<file path="src/rtl/circle_plotter.sv">
// Midpoint circle engine for a 160x120 framebuffer with an optional clear sweep.
// Emits one registered pixel write per clock: eight octant points per iteration,
// then one update cycle. Off-screen points take their cycle but do not plot.
module circle_plotter #(
  parameter int SCR_W    = 160,
  parameter int SCR_H    = 120,
  parameter bit CLEAR_EN = 1'b1
) (
  input  logic       clk,
  input  logic       reset,
  input  logic       start,
  input  logic [7:0] centre_x,
  input  logic [6:0] centre_y,
  input  logic [6:0] radius,
  input  logic [2:0] colour_in,
  output logic [7:0] x,
  output logic [6:0] y,
  output logic [2:0] colour,
  output logic       plot,
  output logic       busy,
  output logic       done
);
  typedef enum logic [2:0] {S_IDLE, S_CLEAR, S_OCT, S_UPDATE, S_DONE} state_t;

  localparam logic signed [9:0] W_S        = 10'(SCR_W);
  localparam logic signed [9:0] H_S        = 10'(SCR_H);
  localparam logic [7:0]        CLR_X_LAST = 8'(SCR_W - 1);
  localparam logic [6:0]        CLR_Y_LAST = 7'(SCR_H - 1);

  state_t            state_q, state_d;
  logic [2:0]        oct_q, oct_d;      // 0..7 encodes octant 1..8
  logic [7:0]        cx_q, cx_d;
  logic [6:0]        cy_q, cy_d;
  logic [2:0]        col_q, col_d;
  logic [6:0]        ox_q, ox_d, oy_q, oy_d;
  logic signed [9:0] crit_q, crit_d;
  logic [7:0]        clr_x_q, clr_x_d;
  logic [6:0]        clr_y_q, clr_y_d;
  logic [7:0]        x_q, x_d;
  logic [6:0]        y_q, y_d;
  logic [2:0]        colour_q, colour_d;
  logic              plot_q, plot_d, busy_q, busy_d, done_q, done_d;

  // Signed working values; 10 bits so centre+offset never wraps before the clip test.
  logic signed [9:0] cx_s, cy_s, ox_s, oy_s, cand_x, cand_y;
  logic signed [9:0] oy_n, ox_n, delta;
  logic              on_scr;

  assign x      = x_q;
  assign y      = y_q;
  assign colour = colour_q;
  assign plot   = plot_q;
  assign busy   = busy_q;
  assign done   = done_q;

  // Candidate point for the current octant and its on-screen test.
  always_comb begin
    cx_s = $signed({2'b00, cx_q});
    cy_s = $signed({3'b000, cy_q});
    ox_s = $signed({3'b000, ox_q});
    oy_s = $signed({3'b000, oy_q});
    case (oct_q)
      3'd0:    begin cand_x = cx_s + ox_s; cand_y = cy_s + oy_s; end
      3'd1:    begin cand_x = cx_s + oy_s; cand_y = cy_s + ox_s; end
      3'd2:    begin cand_x = cx_s - oy_s; cand_y = cy_s + ox_s; end
      3'd3:    begin cand_x = cx_s - ox_s; cand_y = cy_s + oy_s; end
      3'd4:    begin cand_x = cx_s - ox_s; cand_y = cy_s - oy_s; end
      3'd5:    begin cand_x = cx_s - oy_s; cand_y = cy_s - ox_s; end
      3'd6:    begin cand_x = cx_s + oy_s; cand_y = cy_s - ox_s; end
      default: begin cand_x = cx_s + ox_s; cand_y = cy_s - oy_s; end
    endcase
    on_scr = (cand_x >= 10'sd0) && (cand_x < W_S) && (cand_y >= 10'sd0) && (cand_y < H_S);
  end

  // State, working registers and registered pixel outputs.
  always_ff @(posedge clk or posedge reset) begin
    if (reset) begin
      state_q  <= S_IDLE;
      oct_q    <= '0;
      cx_q     <= '0;
      cy_q     <= '0;
      col_q    <= '0;
      ox_q     <= '0;
      oy_q     <= '0;
      crit_q   <= '0;
      clr_x_q  <= '0;
      clr_y_q  <= '0;
      x_q      <= '0;
      y_q      <= '0;
      colour_q <= '0;
      plot_q   <= 1'b0;
      busy_q   <= 1'b0;
      done_q   <= 1'b0;
    end else begin
      state_q  <= state_d;
      oct_q    <= oct_d;
      cx_q     <= cx_d;
      cy_q     <= cy_d;
      col_q    <= col_d;
      ox_q     <= ox_d;
      oy_q     <= oy_d;
      crit_q   <= crit_d;
      clr_x_q  <= clr_x_d;
      clr_y_q  <= clr_y_d;
      x_q      <= x_d;
      y_q      <= y_d;
      colour_q <= colour_d;
      plot_q   <= plot_d;
      busy_q   <= busy_d;
      done_q   <= done_d;
    end
  end

  // Next-state and next-output logic; outputs reflect the state being left.
  always_comb begin
    state_d  = state_q;
    oct_d    = oct_q;
    cx_d     = cx_q;
    cy_d     = cy_q;
    col_d    = col_q;
    ox_d     = ox_q;
    oy_d     = oy_q;
    crit_d   = crit_q;
    clr_x_d  = clr_x_q;
    clr_y_d  = clr_y_q;
    x_d      = x_q;
    y_d      = y_q;
    colour_d = colour_q;
    plot_d   = 1'b0;
    busy_d   = 1'b0;
    done_d   = 1'b0;
    oy_n     = oy_s + 10'sd1;
    ox_n     = ox_s;
    delta    = '0;
    case (state_q)
      S_IDLE: begin
        if (start) begin
          cx_d    = centre_x;
          cy_d    = centre_y;
          col_d   = colour_in;
          ox_d    = radius;
          oy_d    = '0;
          crit_d  = 10'sd1 - $signed({3'b000, radius});
          oct_d   = '0;
          clr_x_d = '0;
          clr_y_d = '0;
          busy_d  = 1'b1;
          state_d = CLEAR_EN ? S_CLEAR : S_OCT;
        end
      end
      S_CLEAR: begin
        busy_d   = 1'b1;
        plot_d   = 1'b1;
        x_d      = clr_x_q;
        y_d      = clr_y_q;
        colour_d = '0;
        if (clr_x_q == CLR_X_LAST) begin
          clr_x_d = '0;
          if (clr_y_q == CLR_Y_LAST) begin
            clr_y_d = '0;
            state_d = S_OCT;
          end else begin
            clr_y_d = clr_y_q + 7'd1;
          end
        end else begin
          clr_x_d = clr_x_q + 8'd1;
        end
      end
      S_OCT: begin
        busy_d   = 1'b1;
        x_d      = cand_x[7:0];
        y_d      = cand_y[6:0];
        colour_d = col_q;
        plot_d   = on_scr;
        oct_d    = oct_q + 3'd1;
        if (oct_q == 3'd7) state_d = S_UPDATE;
      end
      S_UPDATE: begin
        busy_d = 1'b1;
        oy_d   = oy_n[6:0];
        oct_d  = '0;
        if (crit_q <= 10'sd0) begin
          crit_d = crit_q + $signed({oy_n[8:0], 1'b0}) + 10'sd1;
        end else begin
          // ox may step to -1 (radius 0); the signed compare below still ends the draw.
          ox_n   = ox_s - 10'sd1;
          ox_d   = ox_n[6:0];
          delta  = oy_n - ox_n;
          crit_d = crit_q + $signed({delta[8:0], 1'b0}) + 10'sd1;
        end
        state_d = (oy_n > ox_n) ? S_DONE : S_OCT;
      end
      S_DONE: begin
        done_d  = 1'b1;
        state_d = S_IDLE;
      end
      default: state_d = S_IDLE;
    endcase
  end
endmodule

</file>
<file path="config.mk">
export PLATFORM = sky130hd
export DESIGN_NAME = circle_plotter
export DESIGN_NICKNAME = d
export VERILOG_FILES = /design/src/rtl/circle_plotter.sv
export SDC_FILE = /design/constraint.sdc
export NUM_CORES = 1
export LEC_CHECK = 0
export ABC_AREA = 1
export CAP_MARGIN = 20
export CELL_PAD_IN_SITES_DETAIL_PLACEMENT = 0
export CELL_PAD_IN_SITES_GLOBAL_PLACEMENT = 1
export CORE_MARGIN = 3
export CORE_UTILIZATION = 30
export DETAILED_ROUTE_END_ITERATION = 10
export PLACE_DENSITY = 0.66
export SETUP_SLACK_MARGIN = 0.2
export SYNTH_ARGS = -nofsm -noshare
export SYNTH_HDL_FRONTEND = slang
export SYNTH_SLANG_ARGS = --single-unit
</file>
<file path="constraint.sdc">
create_clock -name clk -period 8.39 [get_ports clk]
set_input_delay 1.678 -clock clk [delete_from_list [all_inputs] [get_ports clk]]
set_output_delay 1.678 -clock clk [all_outputs]
set_load 0.02 [all_outputs]
</file>
==> key figures <==
Placement
  – Hpwl dp: about 20 mm
  – Post-DP Area: a little under 9000 µm²
  – Port bufs: between 40 and 50
  – Post-Place Setup Slack: 4.557 ns
  – Routability Congestion: just over 0.9

Final layout
  – Finished Core Util: 0.3474
  – Area grow syn2layout: 13.68%
  – Final instance area: 9079 µm²
  – Ant. Diodes: 0
  – Layout cell share with drive strength beyond 1: 0.03648
  – Nets: between 1000 and 1500

Critical path
  – WP data required: a little under 9 ns
  – Crit path max fanout: 8
  – Critical path endpoint category: flop
  – CP Buf/Inv Count: 1
  – Startpoint Class: flop
  – Crit-path cells: inv_1 -> ha_1 -> xnor2_1 -> ha_1 -> a21oi_1 -> nand2_1 -> nand2_1 -> nand2_1 -> a21oi_1 -> nor2_1 -> o21ai_0 -> nand2_1 -> nand2_1 -> nand2_1 -> ha_1 -> a21oi_1 -> o21a_1 -> nand3_1 -> a21o_1 -> nand3_1 -> nand2_1 -> nand2_1 -> nand2_1
  – Kind of critical path: reg -> reg
  – CP dominant cell by count: nand2_1
  – Top delay family on crit path: compound AO/OA/AOI/OAI gates
  – CP Data Arrival Time: between 4 and 5 ns
  – Slowest cell on the critical path: dfrtp_1
  – Largest stage delay, worst path: approximately 0.46 ns

Timing
  – RSZ-0062 raised after global routing: no
  – Final Cycle Share: 0.4621
  – Slew Limit Fails: 0
  – Worst slew pin tran: ~0.81 ns
  – Min Tclk post-route: 3.877 ns
  – Hold WS: 0.4847 ns
  – Final Hold Viols: 0
  – Setup TNS Final: 0 ns
  – Final setup viols: 0
  – Fmax: approximately 260 MHz
  – Worst setup margin: between 4 and 5 ns
  – Slew Limit Headroom: 0.4604
  – Setup Skew: 0.009969 ns

Clock tree
  – H-tree depth: 3
  – Resized Gates After CTS: 0
  – CTS tree: done
  – Setup Buffers After CTS: 0
  – Hold Buf Count CTS: 0
  – Total CTS buffers: 9
  – Clock root buffer: clkbuf_16
  – Skew-Pair Late Insertion Delay: about 0.35 ns
  – Clock sink count: 84
  – Clock transition at path regs: ~0.070 ns
  – Clock Tree Buf Depth: 2

Power
  – Maximum vdd ir drop: 0.2657 mV
  – Leakage Power: 4.521 nW
  – Pwr Density: between 400 and 500 nW/µm²

Floorplanning
  – # IOs: between 40 and 50
  – Die Y: 169.2 µm
  – Die ar.: approximately 29000 µm²
  – Core Region: roughly 26000 µm²
  – Initial core utilization: 0.3056
  – Die width: 169.2 µm
  – Num rows: 59

Detailed routing
  – Drt wl/cell: 16.69 µm
  – First-pass DRT Iterations: 5
  – Vias per cell: between 5 and 6
  – Final WL: about 26 mm
  – Antenna-violating nets left: 0
  – Via count: about 7800
  – 1st-iter DRT viols: between 500 and 600
  – DRC viols: 0

Logic synthesis
  – Dominant cell type by area after synthesis: dfrtp_1
  – Commonest cells post-synth: 339 x nand2_1, 153 x inv_1, 103 x nand3_1
  – Synth Warn #: 0
  – Mean post-synth cell area: 6.897 µm²
  – Mapped Area: around 8000 µm²
  – Syn Inst Count: ~1200
  – Cell with the most instances after synthesis: nand2_1
  – Syn nets: about 1300
  – Main synth FF type: dfrtp_1
  – Yosys top cell area share: 0.2632
  – Number of synthesized flops with an enable pin: 0
  – Ranking of synthesized cells by area: dfrtp_1 26%, nand2_1 16%, ha_1 14%
  – FFs w/ async S/R, synth: 1.000
  – Post-synthesis cell type count: 47
  – #FFs+latches synth: 84
  – Sequential area share after synthesis: 0.2632

GRT
  – M1 GR Usage: 0.2709
  – GRT Total Usage: 0.1829
  – Global-route wire length before repair: ~40 mm
  – Vias in the first global route: around 7400
  – Met2 usage: 0.2882
  – Grt ovf: 0
  – Initial antenna violation count: 0
  – Largest net degree at the start of global routing: 45
  – GRT Max-Usage Layer: met2
  – Met3 Use GR: 0.02236

Worst hold path
  – HP Class: reg -> reg

Run
  – Number of max-cap violations: 0

Status
  – Outcome: finished clean
[worst min-delay path: stages (launching register included)]
cell and delay (ns):
dfrtp_1 0.35, nand2_1 0.05, nand2_1 0.05
[layer usage]
metal  vias to the layer above  routed length, µm
met5                         -                  0
met3                        17                926
met4                         0                272
met1                      3624              13230
met2                       159              11290
li1                       3953                  -
[state kept, by name (all words and copies together), names as in the netlist]
register and count:
busy 1, clr_x_q 8, clr_y_q 7, col_q 3, colour 3, crit_q 10
cx_q 8, cy_q 7, done 1, oct_q 3, ox_q 7, oy_q 7
plot 1, state_q 3, x 8, y 7
[report_power, final]
group          leakage, nW  switching [mW]  internal, mW  total (mW)
Sequential            1.05           0.198         0.554       0.752
Combinational         3.34            1.73          1.03        2.75
Clock                0.132           0.179         0.210       0.389
Total                 4.52            2.10          1.79        3.89
[cells by family after synthesis]
| kind of cell | share of synthesized area |
|---|---|
| AOI/OAI and AO/OA | 0.1487 |
| xor gates and xnor gates | 0.02851 |
| buffers and inverters | 0.08883 |
| and+or+nand+nor | 0.3088 |
| adders and majority gates | 0.1620 |
| DFF | 0.2632 |
[path summary, 6_finish.rpt]
path | start | to | slack (ns) | cells after the start
worst max-delay path | ox_q[0]$_DFFE_PP0P_ | crit_q[9]$_DFFE_PP0P_ | 4.51 | 23
worst min-delay path | x[3]$_DFFE_PP0P_ | x[3]$_DFFE_PP0P_ | 0.48 | 2
worst max register to register | ox_q[0]$_DFFE_PP0P_ | crit_q[9]$_DFFE_PP0P_ | 4.51 | 23
worst min register to register | x[3]$_DFFE_PP0P_ | x[3]$_DFFE_PP0P_ | 0.48 | 2
max in group asynchronous | reset | cy_q[5]$_DFFE_PP0P_ | 5.56 | 3
min in group asynchronous | reset | busy$_DFF_PP0_ | 1.76 | 2
[metrics by stage]
step	cells	power, mW
CTS	1541	3.891
detailed placement	1525	3.477
global placement	1525	3.503
global route	1541	4.331
floorplan	1158	2.716
finish	1541	3.895
[cell type report]
cell class	instances	area [µm²]
inverters	162	614.3
clock buffers	11	242.7
multi-input cells	895	5175
flip-flops and latches	84	2102
repair buffers	49	488.0
clock inverters	5	37.54
fillers	2862	17050
well taps	335	419.2
[placed cells by master, fill, tap and decap left out, types with 2 or more instances in the layout]
cell type	n
dfrtp_1	84
o21bai_1	3
ha_1	89
nor2_1	59
nor3_4	2
or2_2	3
nand3_1	103
o21ai_1	6
o221ai_1	5
a21o_1	3
inv_2	7
inv_1	152
a31oi_1	4
nor2_4	2
fa_1	9
xnor2_1	9
clkinv_4	2
o21a_1	10
a22o_1	2
clkinv_2	2
nor2_2	2
nand3b_1	3
o21ai_0	73
clkbuf_16	9
nand2_4	2
clkinvlp_4	2
inv_4	2
nand2_1	339
xor2_1	17
o211ai_1	14
o22ai_1	12
clkdlybuf4s50_1	48
a21boi_0	2
a21oi_1	66
a21oi_2	2
nor3_1	13
nand4_1	31
(Power assumes the default switching activity.)
==> RTL edit 1 (config.mk and constraints unchanged) <==
Re-encode `state_t` (5 states) as Gray code, 3 bits wide.
--- a/src/rtl/circle_plotter.sv
+++ b/src/rtl/circle_plotter.sv
@@ -21,5 +21,5 @@
   output logic       done
 );
-  typedef enum logic [2:0] {S_IDLE, S_CLEAR, S_OCT, S_UPDATE, S_DONE} state_t;
+  typedef enum logic [2:0] {S_IDLE = 3'b000, S_CLEAR = 3'b001, S_OCT = 3'b011, S_UPDATE = 3'b010, S_DONE = 3'b110} state_t;
 
   localparam logic signed [9:0] W_S        = 10'(SCR_W);
Check against the original RTL: same outputs for any inputs over 10 cycles, from zero or initial values and one cycle with reset high; not proved beyond that.
==> RTL edit 1 against the original RTL <==
Sequential cell count is the same. Clock skew is essentially flat. Area after synthesis shrank 0.25%. Cell area grew 0.11%. Critical endpoint unchanged. Wire length shrank 0.68%. Worst setup slack gained 0.10 ns. Highest routed layer unchanged.
Power is left out: the tool's default activity adds up to more than one toggle a clock period on the data nets, which glitch-free logic cannot reach.
==> RTL edit 1: results (changes against the original RTL) <==
| Metric | Value |
|---|---|
| Critical path's top delay family | `simple AND/OR/NAND/NOR gates` |
| Drt total wl | `25500 µm (-0.68%)` |
| Routed wl met3 | `870 µm (-6.0%)` |
| Gr usage total | `0.183 (about the same)` |
| Clk_skew | `0.0101 ns (+0.000170 ns)` |
| Post-synth net total | `1268 (-1.2%)` |
| CP peak stage delay | `0.58 ns (+0.12 ns)` |
| Final Wtd Congestion | `0.843 (-8.1%)` |
| Met2 Use GR | `0.300 (+0.0123)` |
| Filler Cells Inserted | `2822 (-1.4%)` |
| Outcome | `complete, no violations` |
| Worst-path maximum fanout | `9 (+1)` |
| XOR/XNOR Fraction of Synth Area | `0.0330 (+0.00447)` |
| DRT iter0 DRCs | `575 (+5.1%)` |
| M1 WL | `12300 µm (-6.9%)` |
| Largest net degree at the start of global routing | `71 (+58%)` |
| M1 GR Usage | `0.251 (-0.0199)` |
| Met3 Track Usage GR | `0.0248 (+0.00239)` |
| Synth Area in Compound Gates | `0.155 (+0.00681)` |
| Vias in the first global route | `7469 (+0.58%)` |
| Dpl hpwl | `20200 µm (-0.51%)` |
| Adder-cell share of the synthesized area | `0.162 (+0.000407)` |
| Top cells by count, synth | `328 x nand2_1, 151 x inv_1, 92 x nand3_1` |
| Share of cells above drive strength 1 | `0.0404 (+0.00389)` |
| Post-synthesis sequential area ratio | `0.264 (+0.000661)` |
| Leading post-synthesis cells by cell area | `dfrtp_1 26%, nand2_1 15%, ha_1 14%` |
| WL met2 | `11800 µm (+4.2%)` |
| Via density | `4.99 (-0.87%)` |
| Worst Path Arrival | `4.04 ns (-0.08 ns)` |
| First-pass GRT wire length | `41000 µm (-0.49%)` |
==> RTL edit 1: cell types whose count changed after synthesis, moves of 3 or more <==
cell      change
nand3_1      -11
buf_2         +3
nor2_1        -3
nand3b_1      +3
nor2_4        +6
xor2_1        +6
o21ai_0       +4
nand4_1       -6
nor3_1        -4
o211ai_1      +8
nand2_1      -11
==> RTL edit 1: layout make-up <==
| type | count | area, µm² | area share |
|---|---|---|---|
| clock buffer | 9 | 225 | 0.0248 |
| clock inverter | 7 | 81.3 | 0.00895 |
| timing repair buffer | 50 | 495 | 0.0545 |
| multi-input combinational | 879 | 5150 | 0.567 |
| sequential | 84 | 2100 | 0.231 |
| inverter | 160 | 614 | 0.0676 |
| tap | 335 | 419 | 0.0461 |
==> RTL edit 1: worst paths after layout <==
check | depth (start not counted) | end | slack, ns | start
max in group asynchronous | 3 | cy_q[5] | 5.56 | reset
min in group asynchronous | 2 | clr_x_q[4] | 1.56 | reset
min | 2 | colour[0] | 0.50 | colour[0]
max reg2reg | 23 | crit_q[9] | 4.61 | oy_q[0]
min reg2reg | 2 | colour[0] | 0.50 | colour[0]
max | 23 | crit_q[9] | 4.61 | oy_q[0]
==> RTL edit 1: per-stage QoR <==
step                area, µm²  cells  worst slack [ns]  hold slack (ns)  utilization
global placement         8780   1508              4.65            0.467        0.337
detailed placement       8780   1508              4.64            0.475        0.337
CTS                      9090   1524              4.64            0.495        0.349
floorplan                7970   1142              4.55            0.450            -
finish                   9090   1524              4.61            0.497        0.349
global route             9090   1524              4.26            0.535        0.349
==> RTL edit 1: cells by family after synthesis <==
kind of cell	Yosys count
adder cells (fa/ha/maj)	98
flip-flops	84
AO/OA/AOI/OAI	214
buffers and inverters	179
AND/OR/NAND/NOR	537
XOR/XNOR	30
==> RTL edit 2 (config.mk and constraints unchanged) <==
Made on the original files. The parameter `CLEAR_EN` goes from 1'b1 to 1'b0.
--- a/src/rtl/circle_plotter.sv
+++ b/src/rtl/circle_plotter.sv
@@ -5,5 +5,5 @@
   parameter int SCR_W    = 160,
   parameter int SCR_H    = 120,
-  parameter bit CLEAR_EN = 1'b1
+  parameter bit CLEAR_EN = 1'b0
 ) (
   input  logic       clk,
Function: changed (Yosys sat finds a counterexample within 4 cycles, from zero or initial values and one cycle with reset high).
==> RTL edit 2 against the original RTL <==
Sequential share of layout area up 0.074 points. Non-clock buffer count up 3. Wire length down 1.1%. Largest cell class unchanged. Cell area down 0.32%. Synthesized cell count down 0.69%. Count of clock-buffer cells in the layout down 1. Sequential cell count unchanged. Area after synthesis down 0.70%. Worst setup slack better by 0.054 ns. Worst hold slack worse by 0.010 ns.
Power is left out: the tool's default activity adds up to more than one toggle a clock period on the data nets, which glitch-free logic cannot reach.
==> RTL edit 2: results (changes against the original RTL) <==
| Metric | Value |
|---|---|
| Outcome | `complete, no violations` |
| Critical R2R Capture | `crit_q[9]` |
| Largest net degree at the start of global routing | `47 (+4.4%)` |
| Clk_skew | `0.0119 ns (+0.00194 ns)` |
| YS warnings | `0 (unchanged)` |
| Hold EP | `col_q[2]` |
| WL/cell | `16.6 µm (-0.29%)` |
| Vias in the first global route | `7403 (-0.31%)` |
| Filler Cells Inserted | `2763 (-3.5%)` |
| Post-synthesis sequential area ratio | `0.265 (+0.00187)` |
| Placed cell area | `8760 µm² (-0.40%)` |
| # diodes | `0 (unchanged)` |
| Top cells by count, synth | `332 x nand2_1, 153 x inv_1, 94 x nand3_1` |
| Via count | `7640 (-1.5%)` |
| Reg with most FFs | `crit_q` |
| # H-tree levels | `3 (unchanged)` |
| Post-synth net total | `1274 (-0.78%)` |
| Initial antenna violation count | `0 (unchanged)` |
| CP max stage cell | `dfrtp_1` |
| Worst slew margin | `0.481 (+0.0208)` |
| Port-buffer cells | `48 (unchanged)` |
| Netlist cell types | `45 (-4.3%)` |
| Share of cells above drive strength 1 | `0.0501 (+0.0136)` |
| Leading post-synthesis cells by cell area | `dfrtp_1 27%, nand2_1 16%, ha_1 14%` |
| Clock latency on the worst-skew pair | `0.35 ns (about the same)` |
| Hold path startpoint | `col_q[2]` |
| Fin. Hold Viols | `0 (unchanged)` |
| Tightest Hold Check Type | `reg2reg` |
| Worst-path maximum fanout | `10 (+2)` |
| Clock Pin Slew Worst Setup and Hold Paths | `0.07 ns (about the same)` |
| Reg2Reg Depth | `24 (+4.3%)` |
| Postcts setup bufs | `0 (unchanged)` |
| Gr usage total | `0.182 (-0.00112)` |
| Dpl hpwl | `20000 µm (-1.5%)` |
| CTS max path bufs | `2 (unchanged)` |
| R2R Path Start | `oy_q[0]` |
| DRT iter0 DRCs | `546 (-0.18%)` |
| Worst Path Arrival | `4.07 ns (-0.05 ns)` |
| First-pass iteration count of the detailed router | `5 (unchanged)` |
| Final Wtd Congestion | `0.866 (-5.6%)` |
| R2r setup slk | `4.57 ns (+0.05 ns)` |
| CTS root buffer | `clkbuf_16` |
| Post_cts resized | `0 (unchanged)` |
| CP peak stage delay | `0.61 ns (+0.15 ns)` |
| Worst hold stages | `2 (unchanged)` |
| First-pass GRT wire length | `41100 µm (-0.22%)` |
RTL edit 2: changes by cell type after synthesis, sizes merged, moves of 4 or more:
cell,change
nand4,-4
nand3b,+5
o21a,-5
o21ai,+4
nand3,-9
nand2,-8
a21oi,-7
RTL edit 2: worst max path at each step:
stage	from	to	slack, ns	cells after the start
after floorplan	reset	busy	4.55	1
after global placement	start	ox_q[4]	4.44	8
after detailed placement	start	ox_q[3]	4.44	8
after CTS	oy_q[0]	crit_q[9]	4.63	21
after global routing	oy_q[0]	crit_q[9]	4.09	24
final	oy_q[0]	crit_q[9]	4.57	24
RTL edit 2: logic make-up after synthesis:
| logic type | after synthesis | share of synthesized area |
|---|---|---|
| flops | 84 | 0.265 |
| xor+xnor | 26 | 0.0287 |
| simple gates | 558 | 0.309 |
| fa+ha+maj | 96 | 0.160 |
| buf+inv | 184 | 0.0901 |
| compound gates | 202 | 0.147 |
RTL edit 2: critical path, delay by kind of cell, from the launching register on:
family / cells / cell delay (ns)
flops: 1 / 0.61
fa+ha+maj: 2 / 0.72
simple gates: 11 / 0.99
buf+inv: 6 / 0.59
compound gates: 4 / 0.61
xor+xnor: 1 / 0.21
RTL edit 2: metal layers:
metal  global-route usage  wire length [µm]  up-vias
li1                     -                 -     3918
met1                0.277             13000     3539
met2                0.275             10900      167
met3               0.0215              1230       16
met4               0.0416               327        0
met5                    0                 0        -
RTL edit 2: final cells by class:
class	instances	area share
multi-input combinational	882	0.566
sequential	84	0.232
inverter	164	0.0683
timing repair buffer	52	0.0564
tap	330	0.0456
clock buffer	10	0.0264
clock inverter	6	0.00525
RTL edit 2: per-stage QoR:
step	util	worst slack [ns]	std cells	hold slack, ns
after floorplan	-	4.55	1150	0.442
after global placement	0.343	4.44	1512	0.460
after detailed placement	0.343	4.44	1512	0.464
after CTS	0.354	4.63	1528	0.481
after global routing	0.354	4.09	1528	0.523
final	0.354	4.57	1528	0.475
